===== config.mk =====
export PLATFORM = sky130hd
export DESIGN_NAME = fifo_rd_stream
export DESIGN_NICKNAME = d
export VERILOG_FILES = /design/src/rtl/fifo_rd_stream.sv
export SDC_FILE = /design/constraint.sdc
export NUM_CORES = 1
export LEC_CHECK = 0
export CORE_ASPECT_RATIO = 0.8
export CORE_MARGIN = 4
export CORE_UTILIZATION = 49
export DETAILED_ROUTE_END_ITERATION = 10
export PLACE_DENSITY = 0.81
export SYNTH_ARGS = -nofsm -noshare
export SYNTH_HDL_FRONTEND = slang
export SYNTH_SLANG_ARGS = --single-unit

===== constraint.sdc =====
create_clock -name rclk -period 3.1 [get_ports rclk]
set_clock_uncertainty 0.2 [all_clocks]
set_input_delay 0.62 -clock rclk [delete_from_list [all_inputs] [get_ports rclk]]
set_output_delay 0.62 -clock rclk [all_outputs]
set_load 0.03 [all_outputs]

===== src/rtl/fifo_rd_stream.sv =====
// Read-side FIFO consumer: turns the FIFO's r_en/empty pop port (one-cycle read latency)
// into a valid/ready stream via a two-entry buffer. Optional pop counter: FIFO_RD_STATS_EN.
module fifo_rd_stream #(
    parameter int DATA_WIDTH = 8
) (
    input  logic                  rclk,
    input  logic                  rrst_n,
    input  logic                  fifo_empty,
    input  logic [DATA_WIDTH-1:0] fifo_rdata,
    output logic                  fifo_r_en,
    output logic                  m_valid,
    input  logic                  m_ready,
    output logic [DATA_WIDTH-1:0] m_data
`ifdef FIFO_RD_STATS_EN
    ,
    output logic [31:0]           rd_count
`endif
);

    typedef enum logic [1:0] {
        OCC_EMPTY = 2'd0,
        OCC_ONE   = 2'd1,
        OCC_TWO   = 2'd2
    } occ_t;

    occ_t                  occ_reg, occ_next;
    logic                  inflight_reg;
    logic [DATA_WIDTH-1:0] buf0_reg, buf0_next;
    logic [DATA_WIDTH-1:0] buf1_reg, buf1_next;
    logic                  pop;
    logic [2:0]            credit;

    assign m_valid = (occ_reg != OCC_EMPTY);
    assign m_data  = buf0_reg;
    assign pop     = m_valid & m_ready;

    // Words held plus the word already on its way, less the one leaving this cycle.
    assign credit    = {1'b0, occ_reg} + {2'b00, inflight_reg} - {2'b00, pop};
    assign fifo_r_en = !fifo_empty && (credit < 3'd2);

    always_comb begin
        occ_next  = occ_reg;
        buf0_next = buf0_reg;
        buf1_next = buf1_reg;
        case ({inflight_reg, pop})
            2'b10: begin
                if (occ_reg == OCC_EMPTY) begin
                    buf0_next = fifo_rdata;
                    occ_next  = OCC_ONE;
                end else begin
                    buf1_next = fifo_rdata;
                    occ_next  = OCC_TWO;
                end
            end
            2'b11: begin
                if (occ_reg == OCC_TWO) begin
                    buf0_next = buf1_reg;
                    buf1_next = fifo_rdata;
                end else begin
                    buf0_next = fifo_rdata;
                end
            end
            2'b01: begin
                buf0_next = buf1_reg;
                occ_next  = (occ_reg == OCC_TWO) ? OCC_ONE : OCC_EMPTY;
            end
            default: ;
        endcase
    end

    always_ff @(posedge rclk or negedge rrst_n) begin
        if (!rrst_n) begin
            occ_reg      <= OCC_EMPTY;
            inflight_reg <= 1'b0;
            buf0_reg     <= '0;
            buf1_reg     <= '0;
        end else begin
            occ_reg      <= occ_next;
            inflight_reg <= fifo_r_en;
            buf0_reg     <= buf0_next;
            buf1_reg     <= buf1_next;
        end
    end

`ifdef FIFO_RD_STATS_EN
    logic [31:0] rd_count_reg;

    always_ff @(posedge rclk or negedge rrst_n) begin
        if (!rrst_n) begin
            rd_count_reg <= '0;
        end else if (pop) begin
            rd_count_reg <= rd_count_reg + 32'd1;
        end
    end

    assign rd_count = rd_count_reg;
`endif

endmodule

Word level (Yosys, flattened, before mapping)
Index checks and enable logic that the tools add are counted.

storage, ports and cells
  flip-flop bits (word level) = 19
  bits of input ports = 12
  output and inout port bits = 10
  word-level logic and storage cells = 33

cells by class
  add/subtract/negate cells = 2
  magnitude comparators = 1
  equal/unequal tests = 7
  multiplexer cells = 9
  bitwise gates (word level) = 1
  reductions and logical operators = 9

operators by type and width
  kind                                                number
  two-way mux 8 bit                                   4
  one-hot mux 8 bit (3 select lines)                  1
  one-hot mux 8 bit (2 select lines)                  1
  == test 2 bit, second input constant                3
  inequality test 2 bit, second input constant        3
  nonzero test 2 bit                                  3
  one-hot mux 2 bit (2 select lines)                  1
  adder 2 x 1 -> 3 bit                                1
  < comparator 3 x 2 -> 1 bit, second input constant  1
  AND reduction 3 bit                                 1
  nonzero test 3 bit                                  1
  subtractor 3 x 1 -> 3 bit                           1
  == test 2 x 1 -> 1 bit, second input constant       1
  zero test 2 bit                                     1
  two-way mux 2 bit                                   1
  AND reduction 2 bit                                 1
  bitwise AND 1 bit                                   1
  logical AND 1 bit                                   1
  zero test 1 bit                                     1
  two-way mux 1 bit                                   1

Logic depth before layout (Yosys ltp)
  depth after elaboration = 5
  gate-level depth with buffers = 7
  depth with buffers taken out = 6

Worst setup path after synthesis
No wires, ideal clock.

  kind = input-to-output
  start point = input m_ready
  end point = output fifo_r_en
  arrival time = 2.768 ns
  required time = 2.280 ns
  path slack = -0.488 ns
  stages = 7
  path buffers = 1
  path through = buf_2 > o21ai_0 > ha_1 > nand2b_1 > fa_1 > xor2_1 > nor3b_1

between the ends
  cells in the longest elaborated chain, start to end = 4

RTL lines
  what                         line  RTL
  start: declaration           12    input logic m_ready,
  bitwise AND 1 bit            35    assign pop = m_valid & m_ready;
  subtractor 3 x 1 -> 3 bit    38    assign credit = {1'b0, occ_reg} + {2'b00, inflight_reg} - {2'b00, pop};
  < comparator 3 x 2 -> 1 bit  39    assign fifo_r_en = !fifo_empty && (credit < 3'd2);
  logical AND 1 bit            39
  end: declaration             10    output logic fifo_r_en,

No other way between the ends.

Worst setup path in the final report
Ends and elaborated chain as after synthesis.

==> results.md <==
- Area grow syn2layout: 34.1%
- Synth Area in Adders: 0.0307
- Initial antenna violation count: 0
- Initial core utilization: 0.541
- CTS tree: built
- Final Max Tran Viols: 0
- RSZ-0062 raised after global routing: no
- Max rail drop VDD: 0.668 mV
- Worst setup EP type: primary output
- Worst-margin pin slew: roughly 0.87 ns
- DRC: 0
- Final GP Congestion: ~0.76
- Fill cells: 138
- Worst-case reg-to-reg path depth: 6
- Critical Path RT: between 2 and 2.5 ns
- Reg power frac: 0.298
- Synthesized instance count: 87
- Post-Syn Area: 0.00106 mm^2
- Most frequent cells in the layout: clkdlybuf4s50_1 (19), dfrtp_1 (18), buf_4 (10), inv_1 (9)
- Max cap viols: 0
- R2r startpoint: occ_reg[0]$_DFFE_PN0N_
- Internal: roughly 910 uW
- Post-Syn Area per Cell: roughly 12 um^2
- Synth cell types: 29
- Clock share of power: 0.087
- Final TNS setup: 0 ns
- DR vias/cell: around 5.7
- Share of cells above drive strength 1: 0.379
- Final HPWL DP: about 1600 um
- DIE WIDTH: roughly 60 um
- Met2 wire length: ~1100 um
- Worst R2R End: buf1_reg[4]$_DFFE_PN0P_
- Drt wl/cell: ~16 um
- Max-slew headroom: 0.416
- CP startpoint kind: input pin
- Hold Fails Final Rpt: 0
- DRT met1 WL: around 1000 um
- IO Port Bufs: 21
- Total Wirelength: ~2300 um
- Min-Delay Endpoint: buf1_reg[6]$_DFFE_PN0P_
- Post-Synth XOR/XNOR Area: 0.00825
- Met3 WL post-DR: between 100 and 150 um
- Final setup fails: 0
- Post-synthesis compound-gate area fraction: 0.217
- Arr. time, crit path: around 2.2 ns
- Switching fraction of total power: 0.408
- Combinational Power Share: 0.615
- Post-route setup slack: 0.0886 ns
- Root buf cell: clkbuf_4
- H-tree levels: 1
- Commonest non-fill, non-tap cell in the layout: clkdlybuf4s50_1
- Status: complete, no violations
- Die area: between 0.002 and 0.003 mm^2
- Max Clk Rate: between 300 and 400 MHz
- Nets: between 100 and 150
- Largest net degree at the start of global routing: 20
- ANT cells: 0
- Core ar.: approximately 0.0020 mm^2
- Clock buffer depth: 2
- Post-synthesis sequential area ratio: 0.448
- Hold Path Depth: 1
- First-pass GRT wire length: around 3900 um
- R2R Setup Slk: a little over 0.9 ns
- Simple-gate share of the synthesized area: 0.0743
- Mux contribution to synthesized area: 0.151
- Flip-flop and latch count after synthesis: 19
- Vias in the first global route: between 800 and 900
- Row count: 14
- Max FO, Critical Path: 2
- Gr ovfl total: 0
- IO Count: 22
- Leakage: a little under 0.6 nW
- Largest family of logic cells by synthesized area: compound AO/OA/AOI/OAI gates
- Worst min path class: reg2reg
- NetSw: approximately 620 uW
- Top Layer Used: met3
- Initial drt markers: 11
- Final Critical Period: 3.01 ns
- Syn Nets: between 100 and 150
- Crit Path Category: in2out
- Hold path startpoint: buf1_reg[6]$_DFFE_PN0P_
- Final worst path period share: 0.971
- Pre-antenna DRT Iters: 4
- Die height: a little under 50 um
- Clk Latency, worst-skew pair: ~0.3 ns
- CTS Sinks: 19
- Power Density: approximately 1100 mW/mm^2
- Total power draw: around 1.5 mW
- DR vias: 795
- Tot GR Track Use: 0.175
- Setup WS pre-CTS: -0.342 ns
- Synth warn: 0
- Reg clk slew, reported paths: ~0.12 ns
- Remaining antenna violation count: 0
- CTS buffer count: 3
==> logic make-up (layout without fill, tap and decap cells) <==
logic type                 count (synthesis)  in the layout
xor gates and xnor gates                   1              1
DFF                                       19             19
adders and majority gates                  2              2
AOI/OAI and AO/OA                         23             23
buffers and inverters                     15             44
and+or+nand+nor                           12             12
muxes                                     15             15
==> per-layer routing <==
| layer | track usage | up-vias |
|---|---|---|
| li1 | - | 380 |
| met1 | 0.232 | 395 |
| met2 | 0.261 | 20 |
| met3 | 0.0601 | 0 |
| met4 | 0.0627 | 0 |
| met5 | 0 | - |
==> how the worst max path moves through the flow <==
| stage | slack, ns | endpoint | startpoint | cells past startpoint |
|---|---|---|---|---|
| 6_report | 0.09 | fifo_r_en | m_ready | 7 |
| 3_3_place_gp | -0.28 | fifo_r_en | m_ready | 8 |
| 3_5_place_dp | -0.34 | fifo_r_en | m_ready | 8 |
| 5_1_grt | 0.004 | fifo_r_en | occ_reg[0]$_DFFE_PN0N_ | 6 |
| 4_1_cts | 0.02 | fifo_r_en | m_ready | 7 |
| 2_1_floorplan | 0.04 | fifo_r_en | m_ready | 7 |
==> worst max-delay path, stage by stage <==
cell             delay (ns)
clkdlybuf4s15_1        0.22
o21ai_4                0.09
ha_4                   0.22
nand2b_4               0.14
fa_2                   0.52
nor3b_4                0.21
buf_6                  0.16
==> cells in the mapped netlist (all sizes together) <==
cell type | count | area, um^2
mux2i | 7 | 70.1
nand2 | 1 | 11.3
dfrtp | 19 | 475
nand2b | 2 | 12.5
o221a | 8 | 90.1
buf | 5 | 37.5
mux2 | 8 | 90.1
a32oi | 7 | 61.3
a21oi | 2 | 21.3
xor2 | 1 | 8.76
or3b | 1 | 8.76
o21ai | 1 | 5.00
o211ai | 1 | 7.51
nor2 | 3 | 11.3
a21o | 1 | 7.51
and2b | 1 | 7.51
clkbuf | 1 | 3.75
nand3 | 1 | 5.00
ha | 1 | 12.5
fa | 1 | 20.0
and2 | 2 | 15.0
nor3b | 1 | 7.51
inv | 9 | 33.8
a211oi | 2 | 27.5
o21ba | 1 | 10.0
==> final cells by class <==
class	instances	area, um^2	area share
Multi-Input combinational cell	53	566	0.398
Sequential cell	19	477	0.335
Timing Repair Buffer	31	287	0.201
Inverter	9	33.8	0.0237
Tap cell	24	30.0	0.0211
Clock buffer	3	22.5	0.0158
Clock inverter	1	7.51	0.00528
==> repair_timing <==
item,CTS,global route
pin swaps,1,0
endpoints found under the setup margin,1,1
buffers inserted,3,0
hold buffers,0,0
resized for setup,6,4
gates cloned,0,0
==> power groups by stage <==
stage / Clock, mW / Sequential (mW) / Combinational (mW)
floorplan: 0 / 0.550 / 0.507
global placement: 0 / 0.453 / 0.841
detailed placement: 0 / 0.461 / 0.863
CTS: 0.138 / 0.451 / 0.933
global route: 0.147 / 0.476 / 1.02
finish: 0.133 / 0.456 / 0.940
==> through the flow <==
stage | hold WS (ns) | instance area, um^2 | util | std cells
after floorplan | 0.124 | 1080 | - | 87
after global placement | 0.281 | 1330 | 0.675 | 133
after detailed placement | 0.291 | 1330 | 0.675 | 133
after CTS | 0.320 | 1400 | 0.713 | 140
after global routing | 0.347 | 1420 | 0.725 | 140
final | 0.317 | 1420 | 0.725 | 140
(Power assumes the default switching activity.)
